<file path="config.mk">
export PLATFORM = sky130hd
export DESIGN_NAME = muldiv_ctrl
export DESIGN_NICKNAME = d
export VERILOG_FILES = /design/src/rtl/muldiv_ctrl_pkg.sv /design/src/rtl/muldiv_step.sv /design/src/rtl/muldiv_ctrl.sv
export SDC_FILE = /design/constraint.sdc
export NUM_CORES = 1
export LEC_CHECK = 0
export ABC_AREA = 0
export CAP_MARGIN = 10
export CORE_ASPECT_RATIO = 0.6
export CORE_MARGIN = 8
export CORE_UTILIZATION = 35
export CTS_BUF_LIST = sky130_fd_sc_hd__clkbuf_4 sky130_fd_sc_hd__clkbuf_8 sky130_fd_sc_hd__clkbuf_16
export CTS_CLUSTER_DIAMETER = 200
export DETAILED_ROUTE_END_ITERATION = 10
export GPL_TIMING_DRIVEN = 0
export PLACE_DENSITY_LB_ADDON = 0.3
export SKIP_CTS_REPAIR_TIMING = 1
export SYNTH_ARGS = -nofsm -noshare
export SYNTH_HDL_FRONTEND = slang
export SYNTH_SLANG_ARGS = --single-unit
</file>
<file path="constraint.sdc">
create_clock -name clk -period 9.1 [get_ports clk]
set_input_delay 0.91 -clock clk [delete_from_list [all_inputs] [get_ports clk]]
set_output_delay 0.91 -clock clk [all_outputs]
set_load 0.01 [all_outputs]
</file>
<file path="src/rtl/muldiv_ctrl_pkg.sv">
// Shared funct codes for the HI/LO instruction group and a decode helper.
package muldiv_ctrl_pkg;

    localparam logic [5:0] F_MFHI  = 6'h10;
    localparam logic [5:0] F_MTHI  = 6'h11;
    localparam logic [5:0] F_MFLO  = 6'h12;
    localparam logic [5:0] F_MTLO  = 6'h13;
    localparam logic [5:0] F_MULT  = 6'h18;
    localparam logic [5:0] F_MULTU = 6'h19;
    localparam logic [5:0] F_DIV   = 6'h1A;
    localparam logic [5:0] F_DIVU  = 6'h1B;

    localparam int unsigned WIDTH = 32;

    function automatic logic is_hilo_funct(input logic [5:0] f);
        return (f == F_MFHI) || (f == F_MTHI) || (f == F_MFLO) || (f == F_MTLO) ||
               (f == F_MULT) || (f == F_MULTU) || (f == F_DIV) || (f == F_DIVU);
    endfunction

endpackage

</file>
<file path="src/rtl/muldiv_step.sv">
// One iteration of the sequencer: LSB-first shift-add multiply or restoring divide.
module muldiv_step
    import muldiv_ctrl_pkg::*;
(
    input  logic              is_div,
    input  logic [WIDTH-1:0]  acc_hi,
    input  logic [WIDTH-1:0]  acc_lo,
    input  logic [WIDTH-1:0]  operand,
    output logic [WIDTH-1:0]  nxt_hi,
    output logic [WIDTH-1:0]  nxt_lo
);

    logic [WIDTH:0] sum;
    logic [WIDTH:0] shifted_rem;
    logic [WIDTH:0] trial;
    logic           fits;

    always_comb begin
        // Multiply: add multiplicand into the high half when the multiplier LSB is set, then shift right.
        sum         = {1'b0, acc_hi} + (acc_lo[0] ? {1'b0, operand} : '0);
        // Divide: shift next dividend bit into the remainder and trial-subtract the divisor.
        shifted_rem = {acc_hi, acc_lo[WIDTH-1]};
        trial       = shifted_rem - {1'b0, operand};
        fits        = (shifted_rem >= {1'b0, operand});

        if (is_div) begin
            nxt_hi = fits ? trial[WIDTH-1:0] : shifted_rem[WIDTH-1:0];
            nxt_lo = {acc_lo[WIDTH-2:0], fits};
        end else begin
            nxt_hi = sum[WIDTH:1];
            nxt_lo = {sum[0], acc_lo[WIDTH-1:1]};
        end
    end

endmodule

</file>
<file path="src/rtl/muldiv_ctrl.sv">
// HI/LO owner: sequences 32-step multiply/divide, applies sign fixup, stalls dependent HI/LO ops.
module muldiv_ctrl
    import muldiv_ctrl_pkg::*;
(
    input  logic        clk,
    input  logic        rst_n,
    input  logic        valid,
    input  logic [5:0]  funct,
    input  logic [31:0] rs_val,
    input  logic [31:0] rt_val,
    output logic [31:0] hilo_out,
    output logic        busy,
    output logic        stall
);

    typedef enum logic [1:0] {IDLE, CALC, FIX} state_t;

    state_t      state;
    logic [31:0] hi, lo;
    logic [31:0] acc_hi, acc_lo, operand;
    logic [31:0] nxt_hi, nxt_lo;
    logic [4:0]  cnt;
    logic        is_div, neg_q, neg_r;

    logic        op_signed, op_div, div0;
    logic [31:0] rs_abs, rt_abs;
    logic [63:0] prod_neg;
    logic [31:0] quo_neg, rem_neg;

    always_comb begin
        stall     = busy && valid && is_hilo_funct(funct);
        hilo_out  = (funct == F_MFHI) ? hi : lo;
        op_signed = (funct == F_MULT) || (funct == F_DIV);
        op_div    = (funct == F_DIV) || (funct == F_DIVU);
        div0      = op_div && (rt_val == '0);
        rs_abs    = (op_signed && rs_val[31]) ? (~rs_val + 32'd1) : rs_val;
        rt_abs    = (op_signed && rt_val[31]) ? (~rt_val + 32'd1) : rt_val;
        prod_neg  = ~{acc_hi, acc_lo} + 64'd1;
        quo_neg   = ~acc_lo + 32'd1;
        rem_neg   = ~acc_hi + 32'd1;
    end

    muldiv_step u_step (
        .is_div  (is_div),
        .acc_hi  (acc_hi),
        .acc_lo  (acc_lo),
        .operand (operand),
        .nxt_hi  (nxt_hi),
        .nxt_lo  (nxt_lo)
    );

    always_ff @(posedge clk) begin
        if (!rst_n) begin
            state   <= IDLE;
            hi      <= '0;
            lo      <= '0;
            busy    <= 1'b0;
            cnt     <= '0;
            acc_hi  <= '0;
            acc_lo  <= '0;
            operand <= '0;
            is_div  <= 1'b0;
            neg_q   <= 1'b0;
            neg_r   <= 1'b0;
        end else begin
            case (state)
                IDLE: begin
                    if (valid) begin
                        case (funct)
                            F_MULT, F_MULTU, F_DIV, F_DIVU: begin
                                acc_hi <= '0;
                                cnt    <= '0;
                                busy   <= 1'b1;
                                is_div <= op_div;
                                state  <= CALC;
                                if (op_div) begin
                                    // Divide-by-zero runs unsigned on the raw dividend so HI ends up as rs_val.
                                    acc_lo  <= div0 ? rs_val : rs_abs;
                                    operand <= rt_abs;
                                    neg_q   <= !div0 && op_signed && (rs_val[31] ^ rt_val[31]);
                                    neg_r   <= !div0 && op_signed && rs_val[31];
                                end else begin
                                    acc_lo  <= rt_abs;
                                    operand <= rs_abs;
                                    neg_q   <= op_signed && (rs_val[31] ^ rt_val[31]);
                                    neg_r   <= 1'b0;
                                end
                            end
                            F_MTHI:  hi <= rs_val;
                            F_MTLO:  lo <= rs_val;
                            default: ;
                        endcase
                    end
                end
                CALC: begin
                    acc_hi <= nxt_hi;
                    acc_lo <= nxt_lo;
                    cnt    <= cnt + 5'd1;
                    if (cnt == 5'd31)
                        state <= FIX;
                end
                FIX: begin
                    if (is_div) begin
                        lo <= neg_q ? quo_neg : acc_lo;
                        hi <= neg_r ? rem_neg : acc_hi;
                    end else begin
                        {hi, lo} <= neg_q ? prod_neg : {acc_hi, acc_lo};
                    end
                    busy  <= 1'b0;
                    state <= IDLE;
                end
                default: state <= IDLE;
            endcase
        end
    end

endmodule

</file>
# After elaboration in Yosys (flattened, before gate mapping)
# Index checks and enable logic that the tools add are counted.
# classes
addsub	8
magnitude_cmp	1
eq_ne	16
mux	39
n_bitwise	6
n_reduce_logical	30
# ops
operator	count
2-to-1 mux 32 bit	22
one-hot mux 32 bit (2 select lines)	4
adder 32 x 1 -> 32 bit, second input constant	4
NOT 32 bit	4
adder 64 x 1 -> 64 bit, second input constant	1
2-to-1 mux 64 bit	1
NOT 64 bit	1
equality test 6 x 5 -> 1 bit, second input constant	8
adder 32 x 32 -> 33 bit	1
>= comparator 33 x 32 -> 1 bit	1
zero test 32 bit	1
subtractor 32 bit	1
AND reduction 3 bit	6
2-to-1 mux 5 bit	2
one-hot mux 5 bit (2 select lines)	1
logical AND 1 bit	9
logical OR 1 bit	9
!= test 2 bit, second input constant	4
2-to-1 mux 2 bit	3
adder 5 x 1 -> 5 bit, second input constant	1
equality test 5 bit, second input constant	1
2-to-1 mux 1 bit	4
one-hot mux 2 bit (2 select lines)	1
nonzero test 2 bit	2
8 further kinds	8
# totals
reg_bits	171

# Longest topological paths before layout
# Gate-level depths: netlist of run 1.
# depth
ltp_word	9
mapped_depth	15

# By module
# A second synthesis of run 1 with hierarchy kept.
# hier_totals
cells_unflattened	2215
hier_area_um2	16505.8
# modules_own_cells
mod	instances	cells_each	area_each_um2	seq_area_each_um2
muldiv_ctrl	1	1544	11807.6	3423.3
muldiv_step	1	671	4698.3	0.0

# Worst setup path after synthesis of run 1
# Ideal clock, no wire load.
# synth_timing
path_kind	input -> output
from	input funct[2]
to	output hilo_out[10]
arrival_ps	2662
path_slack_ps	5528
cell_stages	4
path_buffers	1
path_cell_list	or3b_2 -> nor4_1 -> clkbuf_1 -> mux2_2
# synth_via
elab_chain_len	2
# synth_lines
item	line	source
start: declaration	muldiv_ctrl.sv:8	input logic [5:0] funct,
equality test 6 x 5 -> 1 bit	muldiv_ctrl.sv:32	hilo_out = (funct == F_MFHI) ? hi : lo;
2-to-1 mux 32 bit	muldiv_ctrl.sv:32	
end: declaration	muldiv_ctrl.sv:11	output logic [31:0] hilo_out,
# Every way passes these cells.

# Final worst setup path of run 1
# layout_timing
from	register acc_lo[0]
to	register acc_hi[30]
# layout_via
elab_chain_len	4
# layout_lines
item	line	source
start: declaration	muldiv_ctrl.sv:20	logic [31:0] acc_hi, acc_lo, operand;
start signal: assignment	muldiv_ctrl.sv:78	acc_lo <= div0 ? rs_val : rs_abs;
start signal: assignment	muldiv_ctrl.sv:83	acc_lo <= rt_abs;
start signal: assignment	muldiv_ctrl.sv:97	acc_lo <= nxt_lo;
2-to-1 mux 32 bit	muldiv_step.sv:20	sum = {1'b0, acc_hi} + (acc_lo[0] ? {1'b0, operand} : '0);
adder 32 x 32 -> 33 bit	muldiv_step.sv:20	
2-to-1 mux 32 bit	muldiv_step.sv:26	if (is_div) begin
one-hot mux 32 bit (2 select lines)	muldiv_ctrl.sv:66	case (state)
end signal: assignment	muldiv_ctrl.sv:96	acc_hi <= nxt_hi;
end: declaration	muldiv_ctrl.sv:20	
# Every way passes these cells.
# A chain may end at the register's enable or synchronous reset.

==> impl_metrics.env, run 1 <==
export IMPL_status="complete, no violations"
export IMPL_cpMostUsedCell="o21ai_0"
export IMPL_synthArstFlopShare=0
export IMPL_wl_mm=73.9
export IMPL_via_per_inst=6.17
export IMPL_clk_pin_slew_ps=80
export IMPL_crit_chain="clkbuf_1 -> inv_1 -> clkbuf_1 -> nor2_1 -> ha_1 -> a211oi_1 -> o211ai_1 -> a211oi_1 -> o21ai_0 -> o21ai_0 -> o21ai_0 -> mux2i_1 -> a311oi_1 -> o21ai_0"
export IMPL_nFillCells=4528
export IMPL_pre_cts_ws_ps=4130
export IMPL_synth_edf_count=0
export IMPL_gp_congestion=0.979
export IMPL_antenna_found_initial=2
export IMPL_n_antenna_cell=0
export IMPL_critical_path_class="flip-flop to flip-flop"
export IMPL_dpl_hpwl_mm=59.7
export IMPL_fin_nets=2228
export IMPL_grt_max_degree=20
export IMPL_multi_input_area_um2=10900
export IMPL_max_slew_margin=0.206
export IMPL_finalWorstPathRequiredPeriod_ps=5140
export IMPL_crit_required_ps=9430
export IMPL_hold_path_class="flip-flop to flip-flop"
export IMPL_stdcell_count=2675
export IMPL_utilization=0.404
export IMPL_rsz0062_at_grt="false"
export IMPL_die_h_um=177
export IMPL_vdd_drop_max_v=0.000145
export IMPL_drive_gt1_frac=0.0644
export IMPL_maxCapViolCount=0
export IMPL_syn_instance_count=1972
export IMPL_p_leak_nw=6.73
export IMPL_vias=16500
export IMPL_ys_flop_type="dfxtp_1"
export IMPL_ys_seq_area_frac=0.227
export IMPL_die_area_um2=50200
export IMPL_endpoint_kind="flip-flop"
export IMPL_cp_max_fo=10
export IMPL_synth_area_per_cell_um2=7.65
export IMPL_cellPowerDensity_nw_per_um2=114
export IMPL_critical_path_max_stage_delay_ps=600
export IMPL_track_usage=0.280
export IMPL_setup_tns_ps=0
export IMPL_layout_common_cells="nand2_1 (193), dfxtp_1 (171), nor2_1 (161), a21oi_1 (160), o21ai_0 (122)"
export IMPL_drt_iter0_drc=2274
export IMPL_syn_area_um2=15100
export IMPL_crit_slowest_cell="a211oi_1"
export IMPL_firstDrtPassIters=8
export IMPL_insertion_delay_ps=460
export IMPL_port_buffers=91
export IMPL_clock_sinks=171
export IMPL_hold_viol=0
export IMPL_areaGrowthSynthToFinish_pct=15.0
export IMPL_start_util=0.351
export IMPL_worst_pin_slew_ps=1180
export IMPL_synth_seq_cells=171
export IMPL_io_pins=107
export IMPL_grt_pass1_wl_mm=105
export IMPL_h_tree_depth=4
export IMPL_clock_skew_ps=17.5
export IMPL_dp_cells=2643
export IMPL_drc=0
export IMPL_cts_tree="built"
export IMPL_rows=59
export IMPL_ant_nets=0
export IMPL_overflow=0
export IMPL_grt_pass1_vias=15000
export IMPL_clock_fmax_ghz=0.195
export IMPL_finalCritPeriodShare=0.565
export IMPL_register_area_um2=3420
export IMPL_slew_violations=0
export IMPL_wl_per_cell_um=27.6
export IMPL_finalSetupViolCount=0
export IMPL_coreArea_um2=43000
export IMPL_syn_nets=2117
export IMPL_die_w_um=284
export IMPL_clk_path_buf_depth=2
export IMPL_crit_arrival_ps=5460
export IMPL_cts_made_buffers=17
export IMPL_root_buffer="clkbuf_16"
export IMPL_final_common_cell="nand2_1"
export IMPL_cp_start_kind="flip-flop"
export IMPL_ys_warn_count=0
export IMPL_layout_setup_ws_ps=3960
export IMPL_yosysUniqueCellTypes=81
[metal layers]
| layer | share of wire | track usage | up-vias |
|---|---|---|---|
| li1 | - | - | 7405 |
| met1 | 0.49 | 0.445 | 7937 |
| met2 | 0.35 | 0.341 | 1091 |
| met3 | 0.15 | 0.100 | 77 |
| met4 | 0.017 | 0.0577 | 0 |
| met5 | 0 | 0 | - |
[Yosys cell counts, drive strengths merged (8+ instances only)]
cell	count	area [µm²]
a211oi	18	135
a21boi	15	113
a21o	31	233
a21oi	161	810
a221oi	12	105
a22oi	23	173
a31oi	20	125
and2	23	144
and3	27	169
buf	23	118
clkbuf	113	425
dfxtp	171	3420
ha	70	876
inv	54	203
mux2	54	608
mux2i	55	551
nand2	193	724
nand2b	20	125
nand3	36	185
nand4	17	106
nor2	161	604
nor2b	44	275
nor3	38	195
nor4	18	174
o211a	19	190
o211ai	25	188
o21a	13	97.6
o21ai	130	658
o221ai	43	377
o22ai	8	50.1
o31ai	20	150
o41ai	11	119
or3	17	106
or4	10	86.3
xnor2	95	832
xor2	105	920
[power breakdown]
group | total (mW) | internal, mW | switching (mW)
clock network | 0.805 | 0.401 | 0.405
logic | 0.410 | 0.134 | 0.276
registers | 0.771 | 0.757 | 0.0144
total | 1.99 | 1.29 | 0.696
[sequential cells by signal, summed over array words and instances, names as in the netlist]
name,flops
acc_hi,32
acc_lo,32
busy,1
cnt,5
hi,32
is_div,1
lo,32
neg_q,1
neg_r,1
operand,32
state,2
[final cells by class]
class,instances,area share
multi-input combinational,1611,0.629
sequential,171,0.197
timing repair buffer,92,0.0528
tap,579,0.0417
buffer,136,0.0313
clock buffer,17,0.0245
inverter,54,0.0117
clock inverter,15,0.0115
[metrics by stage]
step                      hold slack [ps]  power (mW)  instance area, µm²
after floorplan                       431        1.00               15100
after global placement                452        1.18               16700
after detailed placement              444        1.18               16700
after CTS                             464        1.96               17400
after global routing                  489        2.03               17400
final                                 466        1.99               17400
[logic make-up (layout without fill, tap and decap cells)]
| kind of cell | Yosys count | count (layout) | share of synthesized area |
|---|---|---|---|
| simple gates | 634 | 634 | 0.208 |
| compound gates | 596 | 596 | 0.262 |
| xor+xnor | 200 | 200 | 0.116 |
| buf+inv | 190 | 314 | 0.0494 |
| flops | 171 | 171 | 0.227 |
| mux | 109 | 109 | 0.0768 |
| fa+ha+maj | 72 | 72 | 0.0607 |
[worst max-delay path: cells and delay by family, from the launching register on]
family	cells	cell delay, ps
flops	1	300
mux	1	170
simple gates	1	90
buf+inv	3	1310
fa+ha+maj	1	270
compound gates	8	2850
[path summary, 6_finish.rpt]
kind / start / to / slack (ps) / cells after the start
worst max-delay path: acc_lo[0] / acc_hi[30] / 3960 / 14
worst min-delay path: hi[0] / hi[0] / 470 / 2
worst max register to register: acc_lo[0] / acc_hi[30] / 3960 / 14
worst min register to register: hi[0] / hi[0] / 470 / 2
No activity file was read; power rests on OpenSTA's default activity.
==> run 2: changes to the inputs <==
==> constraint.sdc (replaced) <==
create_clock -name clk -period 4.3 [get_ports clk]
set_input_delay 0.43 -clock clk [delete_from_list [all_inputs] [get_ports clk]]
set_output_delay 0.43 -clock clk [all_outputs]
set_load 0.01 [all_outputs]
==> impl_metrics.env, run 2 (synthesis results as in run 1) <==
export IMPL_status="complete, no violations"
export IMPL_setup_tns_ps=0
export IMPL_cp_start_kind="input port"
export IMPL_crit_required_ps=4610
export IMPL_die_w_um=284
export IMPL_via_per_inst=6.17
export IMPL_grt_pass1_wl_mm=105
export IMPL_wl_per_cell_um=27.6
export IMPL_antenna_found_initial=2
export IMPL_cp_max_fo=10
export IMPL_insertion_delay_ps=460
export IMPL_finalSetupViolCount=0
export IMPL_areaGrowthSynthToFinish_pct=15.3
export IMPL_hold_viol=0
export IMPL_layout_common_cells="nand2_1 (193), dfxtp_1 (169), nor2_1 (161), a21oi_1 (160), o21ai_0 (121)"
export IMPL_vias=16500
export IMPL_drive_gt1_frac=0.0697
export IMPL_clk_path_buf_depth=2
export IMPL_stdcell_area_um2=17400
export IMPL_h_tree_depth=4
export IMPL_cts_tree="built"
export IMPL_ant_nets=0
export IMPL_clock_fmax_ghz=0.235
export IMPL_cellPowerDensity_nw_per_um2=242
export IMPL_rsz0062_at_grt="false"
export IMPL_worst_pin_slew_ps=1160
export IMPL_layout_setup_ws_ps=51.7
export IMPL_overflow=0
export IMPL_final_common_cell="nand2_1"
export IMPL_clock_skew_ps=17.2
export IMPL_maxCapViolCount=0
export IMPL_endpoint_kind="flip-flop"
export IMPL_utilization=0.405
export IMPL_pre_cts_ws_ps=-443
export IMPL_start_util=0.351
export IMPL_hold_path_class="input port to flip-flop"
export IMPL_clock_sinks=171
export IMPL_fin_nets=2227
export IMPL_grt_max_degree=20
export IMPL_max_slew_margin=0.222
export IMPL_p_leak_nw=6.75
export IMPL_port_buffers=91
export IMPL_dpl_hpwl_mm=59.7
export IMPL_whs_ps=451
export IMPL_root_buffer="clkbuf_16"
export IMPL_coreArea_um2=43000
export IMPL_grt_pass1_vias=15000
export IMPL_track_usage=0.280
export IMPL_slew_violations=0
export IMPL_vdd_drop_max_v=0.000309
export IMPL_drc=0
export IMPL_postPlaceCellArea_um2=16700
export IMPL_wl_mm=73.9
export IMPL_cts_made_buffers=17
export IMPL_crit_arrival_ps=4560
export IMPL_die_h_um=177
export IMPL_critical_path_class="input port to flip-flop"
export IMPL_io_pins=107
export IMPL_finalCritPeriodShare=0.988
export IMPL_rows=59
export IMPL_clk_pin_slew_ps=90
export IMPL_finalWorstPathRequiredPeriod_ps=4250
export IMPL_firstDrtPassIters=7
export IMPL_die_area_um2=50200
export IMPL_gp_congestion=0.979
export IMPL_drt_iter0_drc=2175
[run 2: path summary, 6_finish.rpt]
| path | end | start | slack [ps] | depth (start not counted) |
|---|---|---|---|---|
| setup / recovery | acc_lo[3] | funct[3] | 50 | 10 |
| hold reg to reg | hi[0] | hi[0] | 470 | 2 |
| hold / removal | hi[8] | rs_val[8] | 450 | 3 |
| setup reg to reg | acc_hi[24] | acc_lo[0] | 80 | 13 |
[run 2: through the flow]
step	power, mW	cells
2_1_floorplan	2.12	1972
3_3_place_gp	2.49	2642
3_5_place_dp	2.49	2643
4_1_cts	4.16	2675
5_1_grt	4.30	2674
6_report	4.22	2675
[run 2: critical path, stage by stage]
cell and delay [ps]:
clkdlybuf4s50_1 570, and4bb_1 540, nor2b_1 680, and2_1 300, clkbuf_1 500, o21ai_1 550, nor2_1 270, xor2_1 80
o21ai_0 500, a21oi_1 130
[run 2: per-layer routing]
metal / up-vias / global-route usage / part of all wire
met1: 7925 / 0.445 / 0.49
li1: 7429 / - / -
met2: 1078 / 0.341 / 0.35
met3: 75 / 0.100 / 0.15
met5: - / 0 / 0
met4: 0 / 0.0577 / 0.017
[run 2: area by class of cell]
class                   instances  area, µm²
inverters                      54        203
multi-input cells            1611      11000
repair buffers                 92        916
plain buffers                 135        543
fillers                      4521      25600
well taps                     579        724
clock buffers                  17        425
flip-flops and latches        171       3430
diodes                          1       2.50
clock inverters                15        199
[run 2: power breakdown]
part | internal [mW] | switching (mW)
Clock | 0.848 | 0.861
Sequential | 1.60 | 0.0311
Combinational | 0.288 | 0.589
Total | 2.74 | 1.48
